`src/rtl/lfsr_axis_src.sv`:
```
// AXI-Stream burst source emitting zero-extended Galois LFSR samples.
// Define LFSR_THROTTLE_EN to insert pseudo-random valid gaps between beats.
module lfsr_axis_src #(
  parameter int unsigned                DATA_WIDTH = 32,
  parameter int unsigned                LFSR_WIDTH = 16,
  parameter logic [LFSR_WIDTH-1:0]      SEED       = 16'hACE1,
  parameter logic [LFSR_WIDTH-1:0]      TAPS       = 16'hB400
) (
  input  logic                  aclk,
  input  logic                  areset,
  input  logic                  start,
  input  logic [15:0]           burst_len,
  input  logic                  seed_load,
  input  logic [LFSR_WIDTH-1:0] seed_value,
  output logic [DATA_WIDTH-1:0] m_axis_tdata,
  output logic                  m_axis_tvalid,
  input  logic                  m_axis_tready,
  output logic                  m_axis_tlast,
  output logic                  busy,
  output logic                  done,
  output logic [15:0]           sent_count
);

  typedef enum logic [1:0] {StIdle, StRun, StDone} state_e;

  state_e                  state_q, state_d;
  logic [LFSR_WIDTH-1:0]   lfsr_q;
  logic [15:0]             len_q;
  logic [15:0]             cnt_q;
  logic                    tvalid;
  logic                    last_beat;
  logic                    hs;

  assign last_beat = (cnt_q == len_q - 16'd1);
  assign hs        = tvalid & m_axis_tready;

  always_ff @(posedge aclk) begin
    if (areset) begin
      state_q <= StIdle;
    end else begin
      state_q <= state_d;
    end
  end

  always_comb begin
    state_d = state_q;
    unique case (state_q)
      StIdle: begin
        if (start) begin
          state_d = (burst_len != 16'd0) ? StRun : StDone;
        end
      end
      StRun: begin
        if (hs && last_beat) begin
          state_d = StDone;
        end
      end
      StDone:  state_d = StIdle;
      default: state_d = StIdle;
    endcase
  end

  always_ff @(posedge aclk) begin
    if (areset) begin
      lfsr_q <= SEED;
      len_q  <= 16'd0;
      cnt_q  <= 16'd0;
    end else begin
      if (state_q == StIdle) begin
        // Seed load lands on the same edge as start, so the first beat carries it.
        if (seed_load) begin
          lfsr_q <= (seed_value == '0) ? SEED : seed_value;
        end
        if (start) begin
          len_q <= burst_len;
          cnt_q <= 16'd0;
        end
      end else if (state_q == StRun && hs) begin
        lfsr_q <= (lfsr_q >> 1) ^ (lfsr_q[0] ? TAPS : '0);
        cnt_q  <= cnt_q + 16'd1;
      end
    end
  end

`ifdef LFSR_THROTTLE_EN
  logic [7:0] thr_q;
  logic       valid_q;

  always_ff @(posedge aclk) begin
    if (areset) begin
      thr_q   <= 8'h5A;
      valid_q <= 1'b0;
    end else begin
      if (state_q == StRun) begin
        thr_q <= (thr_q >> 1) ^ (thr_q[0] ? 8'hB8 : 8'h00);
      end
      unique case (state_q)
        StIdle: valid_q <= start && (burst_len != 16'd0);
        StRun: begin
          if (hs && last_beat) begin
            valid_q <= 1'b0;
          end else begin
            // A pending beat is held; a free slot is filled only when the throttle allows.
            valid_q <= (valid_q & ~m_axis_tready) | thr_q[0];
          end
        end
        default: valid_q <= 1'b0;
      endcase
    end
  end

  assign tvalid = valid_q;
`else
  assign tvalid = (state_q == StRun);
`endif

  always_comb begin
    m_axis_tdata                   = '0;
    m_axis_tdata[LFSR_WIDTH-1:0]   = lfsr_q;
    m_axis_tvalid                  = tvalid;
    m_axis_tlast                   = (state_q == StRun) && last_beat;
    busy                           = (state_q == StRun);
    done                           = (state_q == StDone);
    sent_count                     = cnt_q;
  end

endmodule

```
`config.mk`:
```
export PLATFORM = sky130hd
export DESIGN_NAME = lfsr_axis_src
export DESIGN_NICKNAME = d
export VERILOG_FILES = /design/src/rtl/lfsr_axis_src.sv
export SDC_FILE = /design/constraint.sdc
export NUM_CORES = 1
export LEC_CHECK = 0
export CORE_ASPECT_RATIO = 0.5
export CORE_MARGIN = 2
export CORE_UTILIZATION = 35
export DETAILED_ROUTE_END_ITERATION = 8
export HOLD_SLACK_MARGIN = 0.15
export SYNTH_ARGS = -nofsm -noshare
export SYNTH_HDL_FRONTEND = slang
export SYNTH_SLANG_ARGS = --single-unit
```
`constraint.sdc`:
```
create_clock -name aclk -period 2.7 [get_ports aclk]
set_input_delay 0.54 -clock aclk [delete_from_list [all_inputs] [get_ports aclk]]
set_output_delay 0.54 -clock aclk [all_outputs]
set_load 0.1 [all_outputs]
```
# Word level (Yosys, flattened, before mapping)
# Index checks and enable logic that the tools add are counted.
# W data, S select, Z words.
classes:
  n_reduce_logical: 11
  shift: 0
  order_cmp: 0
  n_bitwise: 2
  div_mod_pow: 0
  mul: 0
  eq_ne: 6
  n_mux: 12
  add_sub_neg: 2
op_table:
  columns: ["cell", "count"]
  rows:
  - ["$mux W16", 8]
  - ["$add A16 B1 Y16 const B", 1]
  - ["$eq A16 B16 Y1", 1]
  - ["$logic_not A16 Y1", 1]
  - ["$reduce_bool A16 Y1", 1]
  - ["$sub A16 B1 Y16 const B", 1]
  - ["$xor A15 B16 Y16", 1]
  - ["$reduce_and A2 Y1", 4]
  - ["$mux W2", 3]
  - ["$ne A2 B2 Y1 const B", 2]
  - ["$pmux W2 S2", 1]
  - ["$logic_and A1 B1 Y1", 3]
  - ["$eq A2 B1 Y1 const B", 1]
  - ["$eq A2 B2 Y1 const B", 1]
  - ["$logic_not A2 Y1", 1]
  - ["$ne A2 B1 Y1 const B", 1]
  - ["$reduce_bool A2 Y1", 1]
  - ["$and A1 B1 Y1", 1]
word_totals:
  register_bits: 50
  mem_bits_ro: 0
  ramBits: 0
  latchBits: 0
  n_memories: 0
  wordCells: 37

# Logic depth before layout (Yosys ltp)
depth:
  depth_word: 5
  ltp_mapped: 8
  depth_no_buf: 8

# Worst setup path before layout
# No wires, ideal clock.
synth_timing:
  path_kind: "reg-to-output"
  start: "register cnt_q[15], in the netlist sent_count[15]"
  end: "output port m_axis_tlast"
  setup_slack_ps: -3214
  t_required_ps: 2160
  t_arrival_ps: 5374
  stages_incl_launch_ff: 7
  n_path_buf: 0
  cell_sequence: "dfxtp_1 > xnor2_1 > or4b_2 > a21oi_1 > nor3_1 > nand2b_1 > nor4b_1"
synth_via:
  elab_chain_cells: 2
synth_lines:
  columns: ["element", "line_no", "text"]
  rows:
  - ["start: declaration", "29", "logic [15:0] cnt_q;"]
  - ["start signal: assignment", "80", "cnt_q <= cnt_q + 16'd1;"]
  - ["$eq A16 B16 Y1", "34", "assign last_beat = (cnt_q == len_q - 16'd1);"]
  - ["$logic_and A1 B1 Y1", "121", "m_axis_tlast = (state_q == StRun) && last_beat;"]
  - ["end: declaration", "18", "output logic m_axis_tlast,"]
# No other way between the ends.

# Final worst setup path
layout_timing:
  start: "register len_q[4]"
  end: "output port m_axis_tlast"
layout_via:
  elab_chain_cells: 3
layout_lines:
  columns: ["element", "line_no", "text"]
  rows:
  - ["start: declaration", "28", "logic [15:0] len_q;"]
  - ["start signal: assignment", "75", "len_q <= burst_len;"]
  - ["$sub A16 B1 Y16", "34", null]
  - ["$eq A16 B16 Y1", "34", null]
  - ["$logic_and A1 B1 Y1", "121", null]
# No other way between the ends.

==> run_results.csv <==
group,metric,value,unit
global_route,global_route_wire_length_before_repair,12500,um
placement,place.detailed.hpwl,6130,um
routing,detail_route.vias_per_cell,5.07,
sta,count_of_final_hold_check_violations,0,
cells_and_area,post_route_cells_drive_above_1_share,20.9,%
synth,synth_enable_flop_cells,0,
cells_and_area,area.growth.synth_to_final,37.2,%
routing,drtPass1Iterations,4,
sta,timing.fmax,318,MHz
critical_path,timing.critical_path.arrival,2.60,ns
synth,ys_seq_area_share,35.6,%
placement,finalWeightedCongestion,0.831,
synth,synth_flop_cell,"dfxtp_1",
sta,relSlewSlack,54.2,%
placement,dpl_worst_slack,-0.197,ns
cts,cts-htree-levels,2,
global_route,globalRouteOverflowTotal,0,
placement,place.port_buffers,72,
power_and_ir_drop,pwr_density_cell,576,nW/um2
synth,synth.ff_latch_count,50,
sta,postLayoutSetupSlackWorst,-0.442,ns
floorplanning,rows,23,
routing,route.antenna.remaining_nets,0,
cts,clk_path_buf_depth,2,
cells_and_area,most-common-layout-cells,"nand2_1, buf_4, dfxtp_1",
global_route,grt_antenna_before_repair,0,
cells_and_area,final_common_cell,"nand2_1",
sta,final.setup.tns,-0.442,ns
status,run_status,"finished, violations left",
routing,routed_wirelength,7990,um
global_route,overall_fraction_of_global_route_tracks_in_use,18.3,%
cts,clock_insertion_delay_worst_skew,0.29,ns
critical_path,critPathLaunchType,"register",
cells_and_area,antenna_cells_inserted,0,
cts,cts-buffers-inserted,5,
floorplanning,dieWidth,131,um
cts,path_clk_slew,0.07,ns
synth,synthArstFlopShare,0,%
cells_and_area,layout.filler_cells,763,
floorplanning,placeableCoreArea,7890,um2
min_path,timing.hold.worst.class,"reg2reg",
power_and_ir_drop,total_leakage_power,0.00155,uW
routing,via_count,2831,
cts,tritoncts,"built",
synth,ys_types,57,
synth,avgSynthCellArea,7.85,um2
power_and_ir_drop,ir_worst_vdd,300,uV
sta,finalCritPeriodShare,116,%
routing,drt-initial-drc-count,162,
status,violations,"setup timing",
global_route,grt_max_degree,29,
critical_path,worst-endpoint-required,2.16,ns
floorplanning,die_area,8800,um2
global_route,grt_pass1_vias,2592,
synth,post_synth_instance_area,2810,um2
routing,avgRoutedWirePerCell,14.3,um
cells_and_area,finish.utilization,48.9,%
routing,route.detailed.drc,0,
sta,layout_min_cycle_time,3.14,ns
sta,final-setup-viol-count,1,
synth,yosysWarnings,0,
synth,synth_top_area_share,35.6,%
critical_path,critPathKind,"reg2out",
sta,rsz0062_at_grt,"yes",
cells_and_area,finalNetCount,484,
synth,synthCells,358,
floorplanning,fp.dieH,67.3,um
job,max_cap_viol_count,0,
critical_path,crit_path_end_kind,"output port",
sta,worst_clock_skew,0.00439,ns
synth,biggest_area_contributors_in_the_synthesized_netlist,"dfxtp_1, nand2_1, xor2_1",
cts,cts.repair_timing.setup_buffer_count,0,
sta,slew_violations,0,
cts,ctsRootBufferMaster,"clkbuf_16",
cts,cts.hold.buffers_added,0,
synth,synth.largest_area_cell,"dfxtp_1",
power_and_ir_drop,p_total,2220,uW
floorplanning,initial_core_util,35.6,%
floorplanning,boundaryPins,89,
critical_path,crit_path_max_fanout,5,
sta,max_slew.worst_pin.slew,0.681,ns
cts,clock-sinks,50,
per-layer routing:
metal	wire length (um)	global-route usage, %
met5	0	0
met4	50	4.12
met3	431	4.28
met2	3500	28.8
met1	4010	25.6
through the flow:
step / cells / hold WS (ns) / instance area, um2
global route: 558 / 0.500 / 3850
CTS: 558 / 0.476 / 3840
detailed placement: 550 / 0.467 / 3690
global placement: 550 / 0.458 / 3690
floorplan: 373 / 0.450 / 2900
finish: 558 / 0.473 / 3850
final cells by class:
cell class / instances / area, um2 / area share, %
inverters: 9 / 33.8 / 0.876
repair buffers: 99 / 846 / 21.9
multi-input cells: 280 / 1660 / 43.2
well taps: 112 / 140 / 3.64
clock buffers: 6 / 139 / 3.60
flip-flops and latches: 50 / 1020 / 26.5
clock inverters: 2 / 11.3 / 0.292
state kept, by name, indices dropped and copies added (netlist names):
name / cells
lfsr_q: 16
len_q: 16
sent_count: 16
state_q: 2
cell usage after synthesis, drive strengths merged (3+ instances only):
cell / count
nand2: 64
dfxtp: 50
nor2: 29
a21oi: 24
buf: 20
nand3: 17
xor2: 17
clkbuf: 14
xnor2: 12
nor3: 11
nor4: 11
inv: 8
o221ai: 8
a311oi: 5
nand4: 5
or3: 5
o21ai: 4
a21o: 3
a221oi: 3
worst max-delay path: stages (launching register included):
cell	delay (ns)
dfxtp_1	0.31
nor3_1	0.58
nand4_1	0.21
nor4bb_1	0.34
nor3_1	0.11
nand2b_1	0.19
nor4b_4	0.35
buf_12	0.22
power by group:
group,leakage [uW],internal (uW),switching (uW)
clock network,0.0000772,368,282
logic,0.00106,233,520
registers,0.000416,777,39.5
kinds of logic after synthesis:
| family | after synthesis | synth area share (%) |
|---|---|---|
| fa+ha+maj | 2 | 0.891 |
| simple gates | 166 | 29.0 |
| buf+inv | 43 | 8.42 |
| mux | 2 | 0.757 |
| other cells | 1 | 0.134 |
| compound gates | 65 | 16.1 |
| xor+xnor | 29 | 9.04 |
| flops | 50 | 35.6 |
path summary, 6_finish.rpt:
path              startpoint           end  slack [ns]  cells past startpoint
hold reg to reg    len_q[15]     len_q[15]        0.47                      2
hold / removal     len_q[15]     len_q[15]        0.47                      2
setup / recovery    len_q[4]  m_axis_tlast       -0.44                      7
setup reg to reg    len_q[0]    state_q[0]        0.13                      9
repair_timing:
item                       4_1_cts  5_1_grt
setup endpoints to repair        1        2
resized for setup                2        3
pin swaps                        1        2
Note: power is estimated with default switching activity, not from simulation.
